**config.mk**
```make
export PLATFORM = sky130hd
export DESIGN_NAME = uart_rx_flat
export DESIGN_NICKNAME = d
export VERILOG_FILES = /design/src/rtl/uart_rx_pkg.sv /design/src/rtl/uart_rx_if.sv /design/src/rtl/uart_rx_sync_ff.sv /design/src/rtl/uart_rx.sv /design/src/flat_wrapper.sv
export SDC_FILE = /design/constraint.sdc
export NUM_CORES = 1
export LEC_CHECK = 0
export CAP_MARGIN = 10
export CORE_MARGIN = 5
export CORE_UTILIZATION = 53
export CTS_BUF_LIST = sky130_fd_sc_hd__clkbuf_4 sky130_fd_sc_hd__clkbuf_8
export CTS_CLUSTER_DIAMETER = 50
export DETAILED_ROUTE_END_ITERATION = 12
export PLACE_DENSITY = 0.75
export SLEW_MARGIN = 0
export SYNTH_ARGS = -nofsm -noshare
export SYNTH_HDL_FRONTEND = slang
export SYNTH_SLANG_ARGS = --single-unit
```
**constraint.sdc**
```tcl
create_clock -name clk -period 1.81 [get_ports clk]
set_input_delay 0.362 -clock clk [delete_from_list [all_inputs] [get_ports clk]]
set_output_delay 0.362 -clock clk [all_outputs]
set_load 0.01 [all_outputs]
```
**src/rtl/uart_rx_pkg.sv**
```systemverilog
// Shared UART definitions: FSM state encoding, mid-bit sampling points
// and the 2-of-3 majority helper used by the receiver's bit voter.
package uart_rx_pkg;

    localparam logic [1:0] ST_IDLE  = 2'd0;
    localparam logic [1:0] ST_START = 2'd1;
    localparam logic [1:0] ST_DATA  = 2'd2;
    localparam logic [1:0] ST_STOP  = 2'd3;

    localparam int OVERSAMPLE_DEF = 16;
    localparam int SAMPLE_LO      = 7;
    localparam int SAMPLE_MID     = 8;
    localparam int SAMPLE_HI      = 9;

    // Last tick index of a bit period for a given oversampling ratio.
    function automatic int tick_last(input int os);
        return os - 1;
    endfunction

    localparam int TICK_LAST = tick_last(OVERSAMPLE_DEF);

    function automatic logic maj3(input logic a, input logic b, input logic c);
        return (a & b) | (a & c) | (b & c);
    endfunction

endpackage

```
**src/rtl/uart_rx_if.sv**
```systemverilog
// UART receive-side bundle.
//   b_tick    : oversampling tick (master -> slave)
//   rx        : serial line, idle high (master -> slave)
//   rx_data   : last good byte (slave -> master)
//   rx_done   : 1-clk strobe, rx_data updated (slave -> master)
//   frame_err : 1-clk strobe, stop bit sampled low (slave -> master)
//   rx_busy   : receiver not idle (slave -> master)
interface uart_rx_if
    import uart_rx_pkg::*;
#(
    parameter int DATA_BITS = 8
);
    logic                 b_tick;
    logic                 rx;
    logic [DATA_BITS-1:0] rx_data;
    logic                 rx_done;
    logic                 frame_err;
    logic                 rx_busy;

    modport master (
        output b_tick, rx,
        input  rx_data, rx_done, frame_err, rx_busy
    );

    modport slave (
        input  b_tick, rx,
        output rx_data, rx_done, frame_err, rx_busy
    );
endinterface

```
**src/rtl/uart_rx_sync_ff.sv**
```systemverilog
// Multi-flop synchroniser for an asynchronous single-bit input.
//   clk : sampling clock
//   rst : synchronous active-low reset, flops reset to 1 (line idle level)
//   d_i : asynchronous input
//   q_o : synchronised output, STAGES clk of latency
module sync_ff #(
    parameter int STAGES = 2
) (
    input  logic clk,
    input  logic rst,
    input  logic d_i,
    output logic q_o
);
    logic [STAGES-1:0] sync_q;

    always_ff @(posedge clk) begin
        if (!rst) sync_q <= '1;
        else      sync_q <= {sync_q[STAGES-2:0], d_i};
    end

    assign q_o = sync_q[STAGES-1];
endmodule

```
**src/rtl/uart_rx.sv**
```systemverilog
// 8N1 UART receiver, 16x oversampled via b_tick, LSB first.
// Each bit is decided by a 2-of-3 vote of samples taken at ticks 7, 8, 9.
//   clk : system clock
//   rst : synchronous active-low reset
//   bus : uart_rx_if slave (b_tick, rx in; rx_data, rx_done, frame_err, rx_busy out)
module uart_rx
    import uart_rx_pkg::*;
#(
    parameter int DATA_BITS   = 8,
    parameter int OVERSAMPLE  = 16,
    parameter int SYNC_STAGES = 2
) (
    input  logic     clk,
    input  logic     rst,
    uart_rx_if.slave bus
);
    localparam int TW = $clog2(OVERSAMPLE);
    localparam int BW = $clog2(DATA_BITS);

    localparam logic [TW-1:0] T_LO   = TW'(SAMPLE_LO);
    localparam logic [TW-1:0] T_MID  = TW'(SAMPLE_MID);
    localparam logic [TW-1:0] T_HI   = TW'(SAMPLE_HI);
    localparam logic [TW-1:0] T_LAST = TW'(tick_last(OVERSAMPLE));
    localparam logic [BW-1:0] B_LAST = BW'(DATA_BITS - 1);

    logic rx_s;

    sync_ff #(.STAGES(SYNC_STAGES)) u_sync (
        .clk (clk),
        .rst (rst),
        .d_i (bus.rx),
        .q_o (rx_s)
    );

    logic [1:0]           state_q,  state_d;
    logic [TW-1:0]        tick_q,   tick_d;
    logic [BW-1:0]        bit_q,    bit_d;
    logic [DATA_BITS-1:0] shift_q,  shift_d;
    logic [DATA_BITS-1:0] data_q,   data_d;
    logic                 smp_lo_q, smp_lo_d;
    logic                 smp_mid_q, smp_mid_d;
    logic                 done_q,   done_d;
    logic                 ferr_q,   ferr_d;
    logic                 vote;

    // The third sample is the live rx_s on the tick-9 b_tick.
    assign vote = maj3(smp_lo_q, smp_mid_q, rx_s);

    always_comb begin
        state_d   = state_q;
        tick_d    = tick_q;
        bit_d     = bit_q;
        shift_d   = shift_q;
        data_d    = data_q;
        smp_lo_d  = smp_lo_q;
        smp_mid_d = smp_mid_q;
        done_d    = 1'b0;
        ferr_d    = 1'b0;

        if (state_q == ST_IDLE) begin
            // A b_tick coinciding with the start edge is deliberately not counted.
            tick_d = '0;
            if (!rx_s) state_d = ST_START;
        end else if (bus.b_tick) begin
            tick_d = tick_q + 1'b1;
            if (tick_q == T_LO)  smp_lo_d  = rx_s;
            if (tick_q == T_MID) smp_mid_d = rx_s;

            case (state_q)
                ST_START: begin
                    if (tick_q == T_HI && vote) begin
                        state_d = ST_IDLE;      // start bit was a glitch
                        tick_d  = '0;
                    end else if (tick_q == T_LAST) begin
                        state_d = ST_DATA;
                        tick_d  = '0;
                        bit_d   = '0;
                    end
                end
                ST_DATA: begin
                    if (tick_q == T_HI) shift_d = {vote, shift_q[DATA_BITS-1:1]};
                    if (tick_q == T_LAST) begin
                        tick_d = '0;
                        if (bit_q == B_LAST) state_d = ST_STOP;
                        else                 bit_d   = bit_q + 1'b1;
                    end
                end
                ST_STOP: begin
                    // Leave at mid stop bit so a back-to-back start edge is not missed.
                    if (tick_q == T_HI) begin
                        if (vote) begin
                            data_d = shift_q;
                            done_d = 1'b1;
                        end else begin
                            ferr_d = 1'b1;
                        end
                        state_d = ST_IDLE;
                        tick_d  = '0;
                    end
                end
                default: begin
                    state_d = ST_IDLE;
                    tick_d  = '0;
                end
            endcase
        end
    end

    always_ff @(posedge clk) begin
        if (!rst) begin
            state_q   <= ST_IDLE;
            tick_q    <= '0;
            bit_q     <= '0;
            shift_q   <= '0;
            data_q    <= '0;
            smp_lo_q  <= 1'b0;
            smp_mid_q <= 1'b0;
            done_q    <= 1'b0;
            ferr_q    <= 1'b0;
        end else begin
            state_q   <= state_d;
            tick_q    <= tick_d;
            bit_q     <= bit_d;
            shift_q   <= shift_d;
            data_q    <= data_d;
            smp_lo_q  <= smp_lo_d;
            smp_mid_q <= smp_mid_d;
            done_q    <= done_d;
            ferr_q    <= ferr_d;
        end
    end

    assign bus.rx_data   = data_q;
    assign bus.rx_done   = done_q;
    assign bus.frame_err = ferr_q;
    assign bus.rx_busy   = (state_q != ST_IDLE);
endmodule

```
**src/flat_wrapper.sv**
```systemverilog
// flat-port wrapper written by rule: the top's interface ports become plain ports
module uart_rx_flat import uart_rx_pkg::*;
#(
    parameter int DATA_BITS   = 8,
    parameter int OVERSAMPLE  = 16,
    parameter int SYNC_STAGES = 2
)
  (clk, rst, bus_b_tick, bus_rx, bus_rx_data, bus_rx_done, bus_frame_err, bus_rx_busy);
  uart_rx_if #(.DATA_BITS(DATA_BITS)) bus_i ();
  input  logic clk;
  input  logic rst;
  input wire logic [$bits(bus_i.b_tick)-1:0] bus_b_tick;
  input wire logic [$bits(bus_i.rx)-1:0] bus_rx;
  output wire logic [$bits(bus_i.rx_data)-1:0] bus_rx_data;
  output wire logic [$bits(bus_i.rx_done)-1:0] bus_rx_done;
  output wire logic [$bits(bus_i.frame_err)-1:0] bus_frame_err;
  output wire logic [$bits(bus_i.rx_busy)-1:0] bus_rx_busy;
  assign bus_i.b_tick = bus_b_tick;
  assign bus_i.rx = bus_rx;
  assign bus_rx_data = bus_i.rx_data;
  assign bus_rx_done = bus_i.rx_done;
  assign bus_frame_err = bus_i.frame_err;
  assign bus_rx_busy = bus_i.rx_busy;
  uart_rx #(.DATA_BITS(DATA_BITS), .OVERSAMPLE(OVERSAMPLE), .SYNC_STAGES(SYNC_STAGES)) u_core (.clk(clk), .rst(rst), .bus(bus_i));
endmodule
```
; Word level (Yosys, flattened, before mapping)
; Index checks and enable logic that the tools add are counted.
[word_totals]
out_inout_bits = 11
inputBits = 4
wordCells = 72
ff_bits = 31
[op_classes]
eq_ne = 17
bitwise_logic = 10
n_addsub = 2
muxes = 20
n_reduce_logical = 13
[ops]
columns = operator, count
row1 = 2-to-1 mux 2 bit, 8
row2 = "== test 4 bit, second input constant", 3
row3 = 2-to-1 mux 3 bit, 4
row4 = 2-to-1 mux 4 bit, 3
row5 = one-hot mux 4 bit (3 select lines), 1
row6 = "!= test 3 x 1 -> 1 bit, second input constant", 3
row7 = AND reduction 7 bit, 1
row8 = "!= test 2 bit, second input constant", 3
row9 = one-hot mux 2 bit (3 select lines), 1
row10 = one-hot mux 3 bit (2 select lines), 1
row11 = AND reduction 3 bit, 2
row12 = AND reduction 6 bit, 1
row13 = nonzero test 2 bit, 3
row14 = inverter 1 bit, 5
row15 = AND reduction 5 bit, 1
row16 = OR reduction 5 bit, 1
row17 = "adder 4 x 1 -> 4 bit, second input constant", 1
row18 = "== test 2 bit, second input constant", 2
row19 = "== test 4 x 3 -> 1 bit, second input constant", 1
row20 = "!= test 2 x 1 -> 1 bit, second input constant", 2
row21 = "!= test 4 x 1 -> 1 bit, second input constant", 1
row22 = AND reduction 4 bit, 1
row23 = "adder 3 x 1 -> 3 bit, second input constant", 1
row24 = AND 1 bit, 3
row25 = other kinds (7), 9

; Logic depth before layout (Yosys ltp)
; Gate-level depths: netlist (run 1).
[depth]
ltp_word = 8
ltp_mapped = 7
mapped_depth_nobuf = 6

; Hierarchy
; From an unflattened synthesis (run 1), not the netlist that was laid out.
[hier_totals]
hier_cells = 157
area_unflattened_um2 = 1507.7
[modules_own_cells]
columns = mod, area_each_um2, n_inst, cells_per_inst, seq_area_each_um2
row1 = uart_rx, 1455.1, 1, 153, 580.6
row2 = sync_ff, 52.6, 1, 4, 40.0

; Worst setup path after synthesis (run 1)
; No wires, ideal clock.
[synth_path]
path_kind = register to register
from = register u_core.state_q[0]
to = register u_core.state_q[0]
required_ns = 1.694
stages_incl_launch_ff = 8
period_less_slack_ns = 1.828
setup_time_ns = 0.116
n_path_buf = 1
arrival_ns = 1.712
path_slack_ns = -0.018
path_cell_list = dfxtp_1 inv_1 ha_1 buf_6 and4bb_1 nor3_2 or4b_1 o211a_1
[synth_via]
elab_chain_cells = 4
word_cells_on_any_way = 14
cone_classes = 8 x eq/ne / 3 x mux / 3 x reduce/logical
[synth_lines]
columns = element, line_no
row1 = from (decl), uart_rx.sv:35  ; logic [1:0] state_q, state_d;
row2 = from (signal assigned), uart_rx.sv:121  ; state_q <= state_d;
row3 = == test 2 bit / == test 2 x 1 -> 1 bit (equally long branches), uart_rx.sv:69  ; case (state_q)
row4 = one-hot mux 2 bit (3 select lines), uart_rx.sv:69
row5 = 2-to-1 mux 2 bit, uart_rx.sv:64  ; end else if (bus.b_tick) begin
row6 = 2-to-1 mux 2 bit, uart_rx.sv:60  ; if (state_q == ST_IDLE) begin
; Several ways; a longest one is shown, not always the timed one. The select of a mux whose other input is x is not followed.
; A chain may end at the register's enable or synchronous reset.

; Worst setup path after layout (run 1)
; Ends and elaborated chain as after synthesis.

==> results of run 1 <==
kinds of logic after synthesis:
family,Yosys count,share of synthesized area [%]
fa+ha+maj,11,8.912
compound gates,33,15.29
mux,9,5.887
buf+inv,15,4.579
simple gates,65,24.77
flops,31,40.56
synth_stat cells, drive strengths merged, types with 2 or more instances:
master / count / area [um2]
nor2: 6 / 22.52
nor2b: 9 / 56.30
and3: 4 / 27.52
inv: 7 / 26.28
o21ai: 5 / 25.02
nand2: 16 / 60.06
o211ai: 3 / 22.52
nand2b: 4 / 25.02
a211oi: 2 / 20.02
buf: 5 / 32.53
and4bb: 2 / 25.02
a21boi: 13 / 97.59
dfxtp: 31 / 620.6
nand4: 3 / 18.77
clkbuf: 3 / 11.26
and2: 3 / 18.77
mux2i: 9 / 90.09
nand3: 10 / 50.05
a21oi: 5 / 25.02
ha: 10 / 125.1
per-layer routing:
layer | vias to the layer above | global-route usage (%) | wire length (um)
met1 | 587 | 18.31 | 1285
met2 | 18 | 25.63 | 1444
li1 | 621 | - | -
met4 | 0 | 5.974 | 34
met3 | 4 | 5.604 | 130
met5 | - | 0 | 0
flip-flops by register name, summed over array words and instances (netlist names):
register	cells
u_core.bus.frame_err	1
u_core.bit_q	3
u_core.shift_q	8
u_core.u_sync.sync_q	2
u_core.state_q	2
u_core.smp_lo_q	1
u_core.tick_q	4
u_core.bus.rx_done	1
u_core.smp_mid_q	1
u_core.bus.rx_data	8
power by group through the flow:
stage | Clock [mW] | Sequential (mW) | Combinational (mW)
2_1_floorplan | 0 | 0.705 | 0.0518
6_report | 0.395 | 0.690 | 0.0799
3_5_place_dp | 0 | 0.706 | 0.0796
5_1_grt | 0.452 | 0.691 | 0.0884
4_1_cts | 0.411 | 0.690 | 0.0790
3_3_place_gp | 0 | 0.706 | 0.0783
worst max-delay path, stage by stage, from the launching register on:
cell and delay [ns]:
dfxtp_2 0.37, inv_1 0.08, ha_2 0.20, and4bb_1 0.28, nor3_2 0.07, or4b_1 0.52, o211a_1 0.14
stage by stage:
stage               cell area [um2]  utilization (%)
floorplan                      1531                -
global placement               1749            63.43
detailed placement             1749            63.43
CTS                            1805            65.47
global route                   1821            66.02
finish                         1821            66.02
cells in the final DEF (no fill, tap or decap), drive strengths merged, types with 2 or more instances in the layout:
master	synthesis	routed
nand2	16	16
mux2i	9	9
nor2	6	6
clkdlybuf4s50	0	13
buf	5	11
nor2b	9	9
ha	10	10
a21oi	5	5
o21ai	5	5
clkbuf	3	7
nand3	10	10
dfxtp	31	31
a21boi	13	13
inv	7	7
nand2b	4	4
and2	3	3
and4bb	2	2
o211ai	3	3
and3	4	4
a211oi	2	2
nand4	3	3
cell type report:
class                      instances  area share, %
tap                               31          2.131
inverter                           7          1.443
multi-input combinational        118          47.01
sequential                        31          34.36
clock buffer                       6          2.818
clock inverter                     1         0.2749
timing repair buffer              25          11.96
worst paths after layout:
kind	from	to	cells after the start
worst min-delay path	u_core.u_sync.sync_q[0]	u_core.u_sync.sync_q[1]	1
worst min register to register	u_core.u_sync.sync_q[0]	u_core.u_sync.sync_q[1]	1
worst max-delay path	u_core.state_q[0]	u_core.state_q[0]	6
worst max register to register	u_core.state_q[0]	u_core.state_q[0]	6
timing repair:
item                                    in CTS  in global routing
pin swaps                                    0                  3
endpoints found under the setup margin       1                  9
resized for setup                            3                  8
buffers inserted                             0                  0
==> summary.txt, run 1 <==
Outcome
  – Run status: finished, final reports clean

Worst setup path
  – Max FO, Critical Path: 4
  – CP Data Required Time: 2.03 ns
  – CP Class: flop to flop
  – Critical path launch point type: flop
  – Flop-to-flop setup slack: 0.06 ns
  – Worst EP arrival: 1.98 ns
  – Worst Setup End Kind: flop

Route
  – Post-route ant nets: 0
  – DRT Wirelength: 2.895 mm
  – WL/cell: 13.22 um
  – Via count: 1,230
  – DRC: 0
  – DRT Pass-1 Iters: 4
  – Via/cell ratio: 5.616
  – Iter 0 DRT Violations: 38

Synthesis
  – Syn Std Cell Area: 1530 um2
  – Seq cells post-synth: 31
  – Syn Area/Cell: 9.331 um2
  – Post-synth ARST share: 0%
  – Number of synthesized flops with an enable pin: 0
  – Mapped Cells: 164
  – Post-synth top flop: dfxtp_1
  – Net Count, Synth: 178
  – Seq/Total Area, Yosys: 40.56%
  – Library cells used by synthesis: 40
  – Synth Warn #: 0

Timing
  – Slew margin rel.: 75.31%
  – Final slew viol count: 0
  – Worst setup margin: 0.05506 ns
  – Worst Tran Pin Value: 0.3691 ns
  – Setup TNS: 0 ns
  – Hold slack: 0.4160 ns
  – Final worst path period share: 96.96%
  – Final Skew: 0.003124 ns
  – Clock period minus worst slack: 1.755 ns
  – Endpoints failing setup: 0
  – Max frequency: 569.8 MHz
  – Final-report hold violation count: 0

Final layout
  – Area of the multi-input gates: 855.8 um2
  – N_diodes: 0
  – Storage element area: 625.6 um2
  – Fin cells: 219
  – Nets: 202
  – Layout cells sized above 1: 18.09%
  – Area growth, synth to finish: 18.97%
  – Number of fill cells: 239

Power and ir drop
  – Power per cell area: 640.0 nW/um2
  – Pint: 0.9030 mW
  – Switching Share: 22.50%
  – Comb power frac: 6.9%
  – Clock power share: 33.9%
  – Reg power frac: 59.2%
  – Leakage: 0.6658 nW
  – Power Total: 1.165 mW
  – Peak supply drop: 0.6373 mV
  – Switching pwr: 0.2621 mW

Clock tree
  – Clk buf depth: 2
  – Root buf cell: clkbuf_4
  – Cts hold-fix bufs: 0
  – Worst-Skew Late Latency: 0.32 ns
  – Cts bufs inserted: 5
  – TritonCTS clock tree: yes
  – Worst-path clk slew: 0.09 ns
  – CTS Sinks: 31
  – Htree depth: 2

GRT
  – Initial antenna violation count: 0
  – Gr usage total: 15.51%
  – Vias in the first global route: 1,184
  – Largest net degree at the start of global routing: 19
  – First-pass GRT wire length: 5.147 mm
  – Remaining Overflow, GRT: 0

Die
  – Die area: 4062 um2
  – Die X-Extent: 63.73 um
  – Ports: 15
  – Row Count: 19
  – DIE HEIGHT: 63.73 um
  – Core Area: 2758 um2
  – Initial Util: 55.49%

Placed design
  – Routability cong.: 0.8468
  – Port bufs: 14
  – Hpwl dp: 2.206 mm
  – Post-place setup slack: -0.06819 ns
  – Cells after DPL: 212

Worst hold path
  – Worst min path class: flop to flop

Job
  – MaxCap Viol Count: 0
Power figures use the tool's default switching activity.
==> run 2, diff against run 1 <==
Settings changed: ABC_CLOCK_PERIOD_IN_PS set to 1810.
==> results of run 2 <==
No change in the layout: final DEF, timing and power equal those of run 1.
